--- src/rtl/irrigation_pkg.sv ---
// Shared irrigation constants: pump FSM state codes and soil moisture classes.
package irrigation_pkg;

  localparam logic [2:0] IDLE     = 3'd0;
  localparam logic [2:0] ON_MIN   = 3'd1;
  localparam logic [2:0] ON_RUN   = 3'd2;
  localparam logic [2:0] OFF_HOLD = 3'd3;
  localparam logic [2:0] LOCKOUT  = 3'd4;

  localparam logic [1:0] DRY     = 2'b00;
  localparam logic [1:0] OPTIMAL = 2'b01;
  localparam logic [1:0] WET     = 2'b10;

endpackage

--- src/rtl/pump_driver_tick_timer.sv ---
// Saturating tick counter; clear has priority over an increment in the same cycle.
module tick_timer #(
  parameter int CNT_W = 8
) (
  input  logic             clk,
  input  logic             rst_n,
  input  logic             clear,
  input  logic             tick,
  output logic [CNT_W-1:0] count
);

  always_ff @(posedge clk or negedge rst_n) begin
    if (!rst_n) begin
      count <= '0;
    end else if (clear) begin
      count <= '0;
    end else if (tick && (count != '1)) begin
      count <= count + 1'b1;
    end
  end

endmodule

--- src/rtl/pump_driver.sv ---
// Safe pump drive: min on/off times, max run with cool-down lockout, enable override.
// Optional PUMP_RUN_COUNT_EN adds a saturating run_count output of pump starts.
module pump_driver
  import irrigation_pkg::*;
#(
  parameter int CNT_W         = 8,
  parameter int MIN_ON_TICKS  = 5,
  parameter int MIN_OFF_TICKS = 10,
  parameter int MAX_ON_TICKS  = 60,
  parameter int LOCKOUT_TICKS = 30
) (
  input  logic        clk,
  input  logic        rst_n,
  input  logic        tick,
  input  logic        enable,
  input  logic        pump_req,
  input  logic        fault_clr,
  output logic        pump_on,
  output logic [2:0]  state,
  output logic        fault_timeout
`ifdef PUMP_RUN_COUNT_EN
  ,
  output logic [15:0] run_count
`endif
);

  if (MIN_ON_TICKS < 1 || MIN_OFF_TICKS < 1 || MAX_ON_TICKS <= MIN_ON_TICKS ||
      LOCKOUT_TICKS < MIN_OFF_TICKS) begin : g_bad_timing
    $error("pump_driver: inconsistent tick parameters");
  end

  if (MIN_ON_TICKS >= (1 << CNT_W) || MIN_OFF_TICKS >= (1 << CNT_W) ||
      MAX_ON_TICKS >= (1 << CNT_W) || LOCKOUT_TICKS >= (1 << CNT_W)) begin : g_bad_width
    $error("pump_driver: tick parameter does not fit in CNT_W bits");
  end

  localparam logic [CNT_W-1:0] MIN_ON_LAST  = CNT_W'(MIN_ON_TICKS - 1);
  localparam logic [CNT_W-1:0] MIN_OFF_LAST = CNT_W'(MIN_OFF_TICKS - 1);
  localparam logic [CNT_W-1:0] MAX_ON_LAST  = CNT_W'(MAX_ON_TICKS - 1);
  localparam logic [CNT_W-1:0] LOCKOUT_LAST = CNT_W'(LOCKOUT_TICKS - 1);

  logic [2:0]       next_state;
  logic             set_fault;
  logic             ph_clear;
  logic             on_clear;
  logic             on_tick;
  logic [CNT_W-1:0] ph_cnt;
  logic [CNT_W-1:0] on_cnt;

  // Counts are judged in the current state; a transition restarts the phase at zero.
  always_comb begin
    next_state = state;
    set_fault  = 1'b0;
    case (state)
      IDLE: begin
        if (enable && pump_req) next_state = ON_MIN;
      end
      ON_MIN: begin
        if (!enable)                           next_state = OFF_HOLD;
        else if (tick && ph_cnt == MIN_ON_LAST) next_state = ON_RUN;
      end
      ON_RUN: begin
        if (!enable) begin
          next_state = OFF_HOLD;
        end else if (tick && on_cnt == MAX_ON_LAST) begin
          next_state = LOCKOUT;
          set_fault  = 1'b1;
        end else if (!pump_req) begin
          next_state = OFF_HOLD;
        end
      end
      OFF_HOLD: begin
        if (tick && ph_cnt == MIN_OFF_LAST) next_state = IDLE;
      end
      LOCKOUT: begin
        if (tick && ph_cnt == LOCKOUT_LAST) next_state = IDLE;
      end
      default: next_state = IDLE;
    endcase
  end

  assign ph_clear = (next_state != state);
  assign on_clear = (next_state == ON_MIN) && (state != ON_MIN);
  assign on_tick  = tick && ((state == ON_MIN) || (state == ON_RUN));

  tick_timer #(.CNT_W(CNT_W)) u_ph_timer (
    .clk   (clk),
    .rst_n (rst_n),
    .clear (ph_clear),
    .tick  (tick),
    .count (ph_cnt)
  );

  tick_timer #(.CNT_W(CNT_W)) u_on_timer (
    .clk   (clk),
    .rst_n (rst_n),
    .clear (on_clear),
    .tick  (on_tick),
    .count (on_cnt)
  );

  always_ff @(posedge clk or negedge rst_n) begin
    if (!rst_n) begin
      state   <= IDLE;
      pump_on <= 1'b0;
    end else begin
      state   <= next_state;
      pump_on <= (next_state == ON_MIN) || (next_state == ON_RUN);
    end
  end

  // A fault being raised outranks a clear arriving in the same cycle.
  always_ff @(posedge clk or negedge rst_n) begin
    if (!rst_n) begin
      fault_timeout <= 1'b0;
    end else if (set_fault) begin
      fault_timeout <= 1'b1;
    end else if (fault_clr) begin
      fault_timeout <= 1'b0;
    end
  end

`ifdef PUMP_RUN_COUNT_EN
  always_ff @(posedge clk or negedge rst_n) begin
    if (!rst_n) begin
      run_count <= '0;
    end else if ((state == IDLE) && (next_state == ON_MIN) && (run_count != 16'hFFFF)) begin
      run_count <= run_count + 16'd1;
    end
  end
`endif

endmodule

--- config.mk ---
export PLATFORM = sky130hd
export DESIGN_NAME = pump_driver
export DESIGN_NICKNAME = d
export VERILOG_FILES = /design/src/rtl/irrigation_pkg.sv /design/src/rtl/pump_driver_tick_timer.sv /design/src/rtl/pump_driver.sv
export SDC_FILE = /design/constraint.sdc
export NUM_CORES = 1
export LEC_CHECK = 0
export CAP_MARGIN = 20
export CORE_MARGIN = 3
export CORE_UTILIZATION = 45
export DETAILED_ROUTE_END_ITERATION = 10
export SYNTH_ARGS = -nofsm -noshare
export SYNTH_HDL_FRONTEND = slang
export SYNTH_SLANG_ARGS = --single-unit
--- constraint.sdc ---
create_clock -name clk -period 2.5 [get_ports clk]
set_input_delay 0.75 -clock clk [delete_from_list [all_inputs] [get_ports clk]]
set_output_delay 0.75 -clock clk [all_outputs]
set_load 0.05 [all_outputs]
==> run_results.csv <==
group,metric,value,unit
setup_path,setup.worst_path.end,"u_ph_timer.count[3]",
global_route,grt_pass1_wl,5070,µm
setup_path,reg2reg_slack,0.36,ns
floorplanning,die_w,61.7,µm
placed_design,routabilityCongestion,0.832,
setup_path,max_stage_delay,0.55,ns
global_route,grt_usage,17.8,%
placed_design,place_hpwl,2220,µm
timing,clock_skew,0.00133,ns
timing,fin_worst_hold_slack,0.530,ns
synthesis,avgSynthCellArea,9.97,µm²
timing,maxSlewViolCount,0,
setup_path,path_max_fanout,8,
synthesis,synth_nets,150,
floorplanning,initial_core_util,48.9,%
power_and_ir_drop,p_leak,0.681,nW
floorplanning,dieArea,3810,µm²
setup_path,cp.arrival,2.57,ns
cts,clockBufferDepth,2,
global_route,grt_pass1_vias,1090,
synthesis,synth.mux.area_fraction,2.87,%
cells_and_area,syn_to_final_growth,16.6,%
floorplanning,num_io_pins,11,
synthesis,synth_edf_count,0,
hold_path,hold_class,"flop to flop",
synthesis,synth_top_family_by_area,"simple AND/OR/NAND/NOR gates",
timing,final-hold-violation-count,0,
status,status,"completed",
routing,vias,1151,
floorplanning,core_area,2850,µm²
timing,rsz0062_at_grt,"no",
cts,cts_root_buf,"clkbuf_4",
timing,fin_crit_sh,94.5,%
setup_path,endpoint_kind,"flop",
floorplanning,dieHeight,61.7,µm
synthesis,mappedNetlistArea,1400,µm²
setup_path,r2r-start,"u_ph_timer.count[0]",
routing,drc,0,
global_route,grt_max_degree,22,
cts,cts_hold_buf,0,
global_route,grt_antenna_before_repair,0,
power_and_ir_drop,max-vdd-ir-drop,391,µV
timing,min_period,2.36,ns
synthesis,yosysWarnings,0,
setup_path,crit_path_start_kind,"input pin",
synthesis,synth_seq_cells,21,
synthesis,ys.flop_type,"dfrtp_1",
routing,wirelength,3000,µm
cts,clock-sinks,21,
cells_and_area,drive_gt1_share,19.0,%
timing,tightest_slew,0.603,ns
synthesis,syn_inst,140,
cts,clkTransAtPathRegs,0.12,ns
cells_and_area,register_area,526,µm²
cts,cts_resized,0,
routing,post_drt_via_cell_ratio,5.93,
cells_and_area,multi_input_area,808,µm²
cells_and_area,final_cells,194,
synthesis,synth_compound_area_share,13.9,%
timing,timing.fmax,423,MHz
synthesis,ys_async_sr_fraction,100,%
cts,insertion_delay,0.30,ns
power_and_ir_drop,power_density,882,nW/µm²
timing,finalSetupViolCount,0,
setup_path,slowest_stage,"clkdlybuf4s50_1",
synthesis,yosysUniqueCellTypes,41,
flow_run,max-cap-violations,0,
cts,cts_tree,"built",
routing,ant_nets,0,
timing,maxSlewHeadroom,59.4,%
cts,htree_levels,1,
synthesis,synth_xor_area_share,8.15,%
setup_path,required,2.70,ns
routing,post_drt_wl_per_cell,15.5,µm
floorplanning,rows,19,
routing,drtPass1Iterations,5,
cells_and_area,nets,174,
setup_path,cp_cell_sequence,"clkdlybuf4s50_1 -> nor4b_4 -> a31oi_1 -> o211a_1 -> a21oi_4 -> and4b_1",
cells_and_area,fill_cells,261,
setup_path,crit_path_start,"tick",
synthesis,synth_fa_ha_area_share,3.58,%
cts,cts_setup_buffers,0,
setup_path,setup.worst_path.class,"input pin to flop",
synthesis,yosys.area_share.simple,29.4,%
global_route,grt_overflow,0,
cells_and_area,antennaDiodeCount,0,
cts,cts-buffers-inserted,3,
placed_design,port_buffers,10,
synthesis,ys_seq_area_share,37.6,%
setup_path,timing.rr.end,"u_ph_timer.count[2]",
setup_path,r2r_cells,8,
routing,drtIter0Drc,57,
placed_design,dp_cells,190,
==> area by class of cell <==
class / instances / area share [%]
multi-input combinational: 107 / 49.7
sequential: 21 / 32.3
timing repair buffer: 24 / 12.5
tap: 31 / 2.38
clock buffer: 4 / 1.61
inverter: 7 / 1.61
==> metal layers <==
layer	vias to the layer above	GRT usage (%)	share of wire, %
met5	-	0	0
met2	33	27.1	45
met4	0	7.58	1.5
met3	6	3.10	3.6
met1	544	25.1	49
li1	568	-	-
==> layout by cell type, fill, tap and decap left out, drive strengths merged, types with 5 or more instances in the layout <==
| master | n |
|---|---|
| nand3 | 7 |
| inv | 7 |
| xnor2 | 10 |
| a31oi | 6 |
| dfrtp | 21 |
| nor4 | 6 |
| clkdlybuf4s50 | 9 |
| nor2 | 11 |
| buf | 15 |
| nor4b | 5 |
| nand4 | 5 |
| nand2 | 11 |
==> sequential cells by signal, summed over array words and instances (netlist names) <==
signal            cells
u_on_timer.count      8
u_ph_timer.count      8
state                 3
fault_timeout         1
pump_on               1
==> power by group <==
group | switching (mW) | internal, mW
registers | 0.0610 | 0.410
clock network | 0.103 | 0.0622
logic | 0.467 | 0.333
==> worst min path at each step <==
stage	startpoint	to	slack, ns	depth (start not counted)
2_1_floorplan	rst_n	fault_timeout	0.45	0
3_3_place_gp	fault_timeout	fault_timeout	0.52	2
3_5_place_dp	fault_timeout	fault_timeout	0.52	2
4_1_cts	fault_timeout	fault_timeout	0.54	2
5_1_grt	fault_timeout	fault_timeout	0.58	2
6_report	fault_timeout	fault_timeout	0.53	2
==> critical path: cells and delay by family <==
| family | cells | cell delay [ns] |
|---|---|---|
| simple gates | 2 | 0.50 |
| buf+inv | 1 | 0.55 |
| compound gates | 3 | 0.77 |
==> Yosys cell counts (all sizes together), types with 2 or more instances <==
cell      n  share of area, %
a2111oi   3               3.2
a21o      3               1.6
a21oi     3               2.2
a31oi     6               2.7
and3      3               1.3
and4      3               2.1
buf       4               2.3
dfrtp    21                38
ha        4               3.6
inv       7               1.9
mux2i     4               2.9
nand2    11               3.0
nand3     7               2.5
nand3b    2               1.1
nand4     5               2.2
nor2     11               3.0
nor3      3               1.4
nor3b     3               1.6
nor4      6               3.1
nor4b     5               5.6
o21ai     3               1.1
xnor2    10               6.3
xor2      3               1.9
==> through the flow <==
stage               setup TNS, ns  setup slack [ns]  utilization [%]  instance area [µm²]  power (mW)
floorplan                       0             0.341                -                 1400        1.04
global placement           -0.222            -0.120             56.1                 1600        1.27
detailed placement         -0.856            -0.185             56.1                 1600        1.27
CTS                             0             0.144             57.1                 1630        1.45
global route                    0            0.0156             57.1                 1630        1.56
finish                          0             0.136             57.1                 1630        1.44
==> cells by family (layout without fill, tap and decap cells) <==
family | after synthesis | count (layout)
AO/OA/AOI/OAI | 23 | 23
XOR/XNOR | 13 | 13
adder cells (fa/ha/maj) | 4 | 4
buffers and inverters | 12 | 35
flip-flops | 21 | 21
multiplexers | 4 | 4
AND/OR/NAND/NOR | 63 | 63
Power figures use the tool's default switching activity.
